<file path="src/rtl/mtr_drv_dt.sv">
// mtr_drv_dt: multi-channel H-bridge PWM driver with dead-time insertion.
// A shared free-running counter sets the PWM period. Each channel samples its
// signed speed command at the period wrap, turns it into a duty value, and runs
// a small FSM. The FSM makes sure the two sides of a pair never conduct
// together and always leaves DEADTIME clocks with both sides off.
// Optional feature macro: SLEW_LIMIT_EN. When it is defined, the applied speed
// moves toward the command by at most SLEW_STEP per period.
module mtr_drv_dt #(
  parameter int NUM_CH    = 2,
  parameter int PWM_W     = 11,
  parameter int SPD_W     = 11,
  parameter int DEADTIME  = 6,
  parameter int SLEW_STEP = 64
) (
  input  logic                    clk,
  input  logic                    rst,
  input  logic [NUM_CH*SPD_W-1:0] spd,
  input  logic [NUM_CH-1:0]       brake,
  output logic [NUM_CH-1:0]       pwm_p,
  output logic [NUM_CH-1:0]       pwm_n,
  output logic                    period_sync
);

  localparam logic [PWM_W-1:0] CNT_MAX  = '1;
  localparam logic [PWM_W-1:0] DUTY_MID = {1'b1, {(PWM_W-1){1'b0}}};
  localparam logic [7:0]       DEAD_LD  = 8'(DEADTIME);

  if (SPD_W > PWM_W || DEADTIME < 1 || DEADTIME > 255 || SLEW_STEP < 1) begin : g_bad_param
    $error("mtr_drv_dt: illegal parameter combination");
  end

  typedef enum logic [1:0] {P_ON, N_ON, DEAD, BRK} ch_state_e;

  // Offset-binary conversion: sign-extend, then add half scale (wraps mod 2^PWM_W)
  function automatic logic [PWM_W-1:0] speed_to_duty(input logic signed [SPD_W-1:0] s);
    logic [PWM_W-1:0] ext;
    ext = PWM_W'(s);
    return ext + DUTY_MID;
  endfunction

`ifdef SLEW_LIMIT_EN
  // Step toward the target by at most SLEW_STEP, landing exactly on it when close
  function automatic logic signed [SPD_W-1:0] slew_limit(
    input logic signed [SPD_W-1:0] cur,
    input logic signed [SPD_W-1:0] tgt
  );
    int c;
    int t;
    c = int'(cur);
    t = int'(tgt);
    if (t > c + SLEW_STEP) return SPD_W'(c + SLEW_STEP);
    if (t < c - SLEW_STEP) return SPD_W'(c - SLEW_STEP);
    return tgt;
  endfunction
`endif

  logic [PWM_W-1:0] cnt_q, cnt_d;
  logic             sync_q;
  logic             wrap;

  assign cnt_d       = cnt_q + 1'b1;
  assign wrap        = (cnt_q == CNT_MAX);
  assign period_sync = sync_q;

  // Shared period counter; sync is registered so it lines up with cnt == max
  always_ff @(posedge clk) begin
    if (rst) begin
      cnt_q  <= '0;
      sync_q <= 1'b0;
    end else begin
      cnt_q  <= cnt_d;
      sync_q <= (cnt_d == CNT_MAX);
    end
  end

  for (genvar k = 0; k < NUM_CH; k++) begin : g_ch
    logic signed [SPD_W-1:0] spd_k;
    logic signed [SPD_W-1:0] app_q, app_d;
    logic [PWM_W-1:0]        duty;
    logic                    raw;
    ch_state_e               state_q, state_d;
    logic [7:0]              dead_q, dead_d;
    logic                    p_q, n_q;

    assign spd_k    = spd[k*SPD_W +: SPD_W];
    assign duty     = speed_to_duty(app_q);
    assign raw      = (cnt_q < duty);
    assign pwm_p[k] = p_q;
    assign pwm_n[k] = n_q;

    // Applied speed: brake forces zero (and wins over the wrap), else load at wrap
    always_comb begin
      app_d = app_q;
      if (brake[k]) begin
        app_d = '0;
      end else if (wrap) begin
`ifdef SLEW_LIMIT_EN
        app_d = slew_limit(app_q, spd_k);
`else
        app_d = spd_k;
`endif
      end
    end

    // Side selection with dead-time; a raw toggle inside DEAD does not restart it
    always_comb begin
      state_d = state_q;
      dead_d  = dead_q;
      if (brake[k]) begin
        state_d = BRK;
      end else begin
        case (state_q)
          P_ON: if (!raw) begin
            state_d = DEAD;
            dead_d  = DEAD_LD;
          end
          N_ON: if (raw) begin
            state_d = DEAD;
            dead_d  = DEAD_LD;
          end
          DEAD: begin
            dead_d = dead_q - 8'd1;
            if (dead_q <= 8'd1) state_d = raw ? P_ON : N_ON;
          end
          BRK: begin
            state_d = DEAD;
            dead_d  = DEAD_LD;
          end
          default: begin
            state_d = DEAD;
            dead_d  = DEAD_LD;
          end
        endcase
      end
    end

    // Channel state and registered pin drive (decoded from the next state)
    always_ff @(posedge clk) begin
      if (rst) begin
        app_q   <= '0;
        state_q <= DEAD;
        dead_q  <= DEAD_LD;
        p_q     <= 1'b0;
        n_q     <= 1'b0;
      end else begin
        app_q   <= app_d;
        state_q <= state_d;
        dead_q  <= dead_d;
        p_q     <= (state_d == P_ON);
        n_q     <= (state_d == N_ON);
      end
    end
  end

endmodule

</file>
<file path="config.mk">
export PLATFORM = sky130hd
export DESIGN_NAME = mtr_drv_dt
export DESIGN_NICKNAME = d
export VERILOG_FILES = /design/src/rtl/mtr_drv_dt.sv
export SDC_FILE = /design/constraint.sdc
export NUM_CORES = 1
export LEC_CHECK = 0
export CORE_UTILIZATION = 35
export DETAILED_ROUTE_END_ITERATION = 12
export DONT_BUFFER_PORTS = 1
export HOLD_SLACK_MARGIN = 0.1
export PLACE_DENSITY = 0.52
export SLEW_MARGIN = 20
export SYNTH_ARGS = -nofsm -noshare
export SYNTH_HDL_FRONTEND = slang
export SYNTH_SLANG_ARGS = --single-unit
export TNS_END_PERCENT = 20
</file>
<file path="constraint.sdc">
create_clock -name clk -period 2.65 [get_ports clk]
set_input_delay 0.265 -clock clk [delete_from_list [all_inputs] [get_ports clk]]
set_output_delay 0.265 -clock clk [all_outputs]
set_load 0.01 [all_outputs]
</file>
==> Implementation_results.wiki, run 1 <==
{| class="wikitable"
! Metric !! Value
|-
| Status || completed
|-
| Final number of max-transition violations || 0
|-
| Resized Gates After CTS || 0
|-
| Average wire per cell in the routed design || 13.6 µm
|-
| Metal1 wirelength || 3480 µm
|-
| Routed met3 length || roughly 230 µm
|-
| Min setup slack post-route || approximately 290 ps
|-
| R2r setup slk || 290 ps
|-
| TritonCTS buffer count || 9
|-
| Area growth from synthesis to layout || 16.7%
|-
| Worst slew margin || slightly above 40%
|-
| Initial core utilization || ~36%
|-
| Leading cell types by total area after synthesis || sky130_fd_sc_hd__dfxtp_1 (36%), sky130_fd_sc_hd__ha_1 (10%), sky130_fd_sc_hd__mux2i_1 (6.9%)
|-
| Max-Cap Viols || 0
|-
| Clock tree from TritonCTS || yes
|-
| Core Region || 0.00876 mm²
|-
| Total of warnings raised by yosys || 0
|-
| Instance area at placement || 0.00325 mm²
|-
| Maximum number of pins on one net before global-route repair || 22
|-
| Post-Place Setup Slack || 226 ps
|-
| Number of global-route vias before repair || 2596
|-
| Max Clock Skew || 5.49 ps
|-
| Highest metal layer with signal wires || met4
|-
| Core occupancy in the finished layout || about 42%
|-
| Number of failing hold endpoints at the final stage || 0
|-
| Power density of the placed cells || 523 mW/mm²
|-
| Fraction of post-synthesis cell area in the top cell type by area || between 30% and 40%
|-
| Transition time of the tightest slew-check pin || 890 ps
|-
| Number of input and output port buffers inserted || 0
|-
| CP arrival || 2600 ps
|-
| Cell Area, Synth || around 0.0032 mm²
|-
| Sum Neg Setup Slack || 0 ps
|-
| Antenna Violating Nets Remaining || 0
|-
| Overall die width || 97.5 µm
|-
| Post-synthesis cell type with the largest combined area || sky130_fd_sc_hd__dfxtp_1
|-
| Root buffer cell || sky130_fd_sc_hd__clkbuf_8
|-
| Die Footprint || 0.00950 mm²
|-
| Setup-failing EPs final || 0
|-
| Period utilization || 89.2%
|-
| Number of distinct library cells after synthesis || between 50 and 60
|-
| Overall Power || 1.95 mW
|-
| Antenna cell count || 0
|-
| Maximum buffer depth of the clock tree || 2
|-
| Synthesized area per cell || 8.64 µm²
|-
| Worst min path class || in -> reg
|-
| Placed instance count || roughly 460
|-
| Commonest non-fill, non-tap cells in the layout || sky130_fd_sc_hd__dfxtp_1 (58), sky130_fd_sc_hd__nor2_1 (52), sky130_fd_sc_hd__inv_1 (30)
|-
| Data required time of the critical path || 2880 ps
|-
| Yosys reg bits || 58
|-
| Number of nets in the layout || 443
|-
| First-pass GRT wire length || about 12000 µm
|-
| Worst skew pair latency || 340 ps
|-
| Clock-pin slew reported for the worst setup and hold paths after clock tree synthesis || 70 ps
|-
| Top-Level Pins || 31
|-
| Fmax || 423 MHz
|-
| Worst setup path class || reg -> reg
|-
| Leakage || approximately 1.5 nW
|-
| Row count || 34
|-
| RSZ-0062 raised after global routing || false
|-
| Global router's overall resource usage || 15.9%
|-
| Most common library cell in the layout ignoring fill and taps || sky130_fd_sc_hd__dfxtp_1
|-
| Post-CTS repair timing setup buffer count || 0
|-
| Length of the first detailed-routing pass in iterations || 4
|-
| Non-Filler Instances || 504
|-
| Post-detailed-route DRC marker count || 0
|-
| Critical Path End Type || register
|-
| Final wirelength || 6840 µm
|-
| Syn_nets || 421
|-
| Gate count after technology mapping || 369
|-
| Half-perimeter wire length after placement || around 4800 µm
|-
| Sink count of the clock tree || between 50 and 60
|-
| Routed vias || 2586
|-
| GRT Residual Overflow || 0
|-
| Final estimated routing congestion in global placement || 0.769
|-
| Maximum resistive drop on vdd || 331 µV
|-
| Antenna violations before repair || 0
|-
| Via-per-instance ratio || 5.13
|-
| Startpoint Class || register
|-
| Largest fanout on the critical path || 15
|-
| Initial DRC Count || 87
|-
| Final critical-path required period || between 2000 and 2500 ps
|-
| Depth of the CTS H-tree || 3
|-
| Length of routed met2 wiring || 3020 µm
|-
| Final instance area || 0.00372 mm²
|-
| DIE HEIGHT || 97.5 µm
|-
| Layout cell share with drive strength beyond 1 || 8.84%
|-
| Hold Slack || 128 ps
|-
| Sequential area share after synthesis || a little over a third
|}
[repair_timing]
item	in CTS	in global routing
endpoints found under the hold margin	43	0
setup endpoints to repair	0	0
hold buffers	24	0
[area by class of cell]
type                            count  area [µm²]
Inverter                           30         113
Multi-Input combinational cell    264        1820
Sequential cell                    58        1160
Fill cell                         883        5040
Clock buffer                       11         141
Clock inverter                      5        77.6
Timing Repair Buffer               28         270
Tap cell                          108         135
[state kept, by name (all words and copies together), names as in the netlist]
| signal | flops |
|---|---|
| g_ch.p_q | 2 |
| period_sync | 1 |
| g_ch.dead_q | 16 |
| cnt_q | 11 |
| g_ch.app_q | 22 |
| g_ch.state_q | 4 |
| g_ch.n_q | 2 |
[cells by family after synthesis]
logic type | synth area share (%)
xor+xnor | 2.20
buf+inv | 6.75
compound gates | 15.4
fa+ha+maj | 10.2
mux | 7.73
flops | 36.4
simple gates | 21.3
[where the power goes]
part | switching (mW) | leakage (nW) | total [mW] | internal (mW)
Sequential | 0.0238 | 0.469 | 0.908 | 0.884
Clock | 0.359 | 0.109 | 0.911 | 0.552
Combinational | 0.0657 | 0.952 | 0.127 | 0.0610
Total | 0.448 | 1.53 | 1.95 | 1.50
[path summary, 6_finish.rpt]
path                                        from                end  depth (start not counted)
worst max-delay path                    cnt_q[6]  g_ch[0].dead_q[7]                          7
worst min-delay path                    brake[1]  g_ch[1].dead_q[5]                          2
worst max register to register          cnt_q[6]  g_ch[0].dead_q[7]                          7
worst min register to register  g_ch[0].app_q[8]   g_ch[0].app_q[8]                          2
[per-layer routing]
layer | GRT usage, % | vias to the layer above
li1 | - | 1344
met1 | 19.7 | 1197
met2 | 26.2 | 34
met3 | 4.60 | 11
met4 | 6.11 | 0
met5 | 0 | -
[cells in the mapped netlist (all sizes together)]
| cell type | number |
|---|---|
| dfxtp | 58 |
| nor2 | 52 |
| inv | 30 |
| ha | 26 |
| a21oi | 23 |
| mux2i | 22 |
| nand2 | 21 |
| o21ai | 14 |
| nor4 | 10 |
| clkbuf | 9 |
| buf | 8 |
| nand4 | 8 |
| nor3 | 8 |
| nand3 | 7 |
| a31oi | 6 |
| nand2b | 6 |
| o21a | 6 |
| or3 | 6 |
| a211oi | 5 |
| o31a | 5 |
| xor2 | 5 |
| nor2b | 4 |
| nor3b | 3 |
| xnor2 | 3 |
| a21boi | 2 |
| a221o | 2 |
| and3 | 2 |
| mux2 | 2 |
| o41ai | 2 |
| or2 | 2 |
| a211o | 1 |
| a221oi | 1 |
| and2 | 1 |
| and3b | 1 |
| and4 | 1 |
| nor4b | 1 |
| o21bai | 1 |
| o22ai | 1 |
| o311a | 1 |
| o31ai | 1 |
| o41a | 1 |
| or4 | 1 |
[critical path, cell delays in order (launching register included)]
cell and delay [ps]:
sky130_fd_sc_hd__dfxtp_1 520, sky130_fd_sc_hd__ha_1 310, sky130_fd_sc_hd__nand2_1 140, sky130_fd_sc_hd__o21ai_0 200, sky130_fd_sc_hd__a31oi_1 320, sky130_fd_sc_hd__o41ai_4 230, sky130_fd_sc_hd__o31a_2 370, sky130_fd_sc_hd__o21a_1 180
(Power assumes the default switching activity.)
==> run 2, diff against run 1 <==
--- a/config.mk
+++ b/config.mk
@@ -10,6 +10,7 @@
 export DONT_BUFFER_PORTS = 1
 export HOLD_SLACK_MARGIN = 0.1
 export PLACE_DENSITY = 0.52
+export SETUP_SLACK_MARGIN = 0.02
 export SLEW_MARGIN = 20
 export SYNTH_ARGS = -nofsm -noshare
 export SYNTH_HDL_FRONTEND = slang
==> results of run 2 <==
The final DEF is identical to that of run 1; final timing and power are the same.
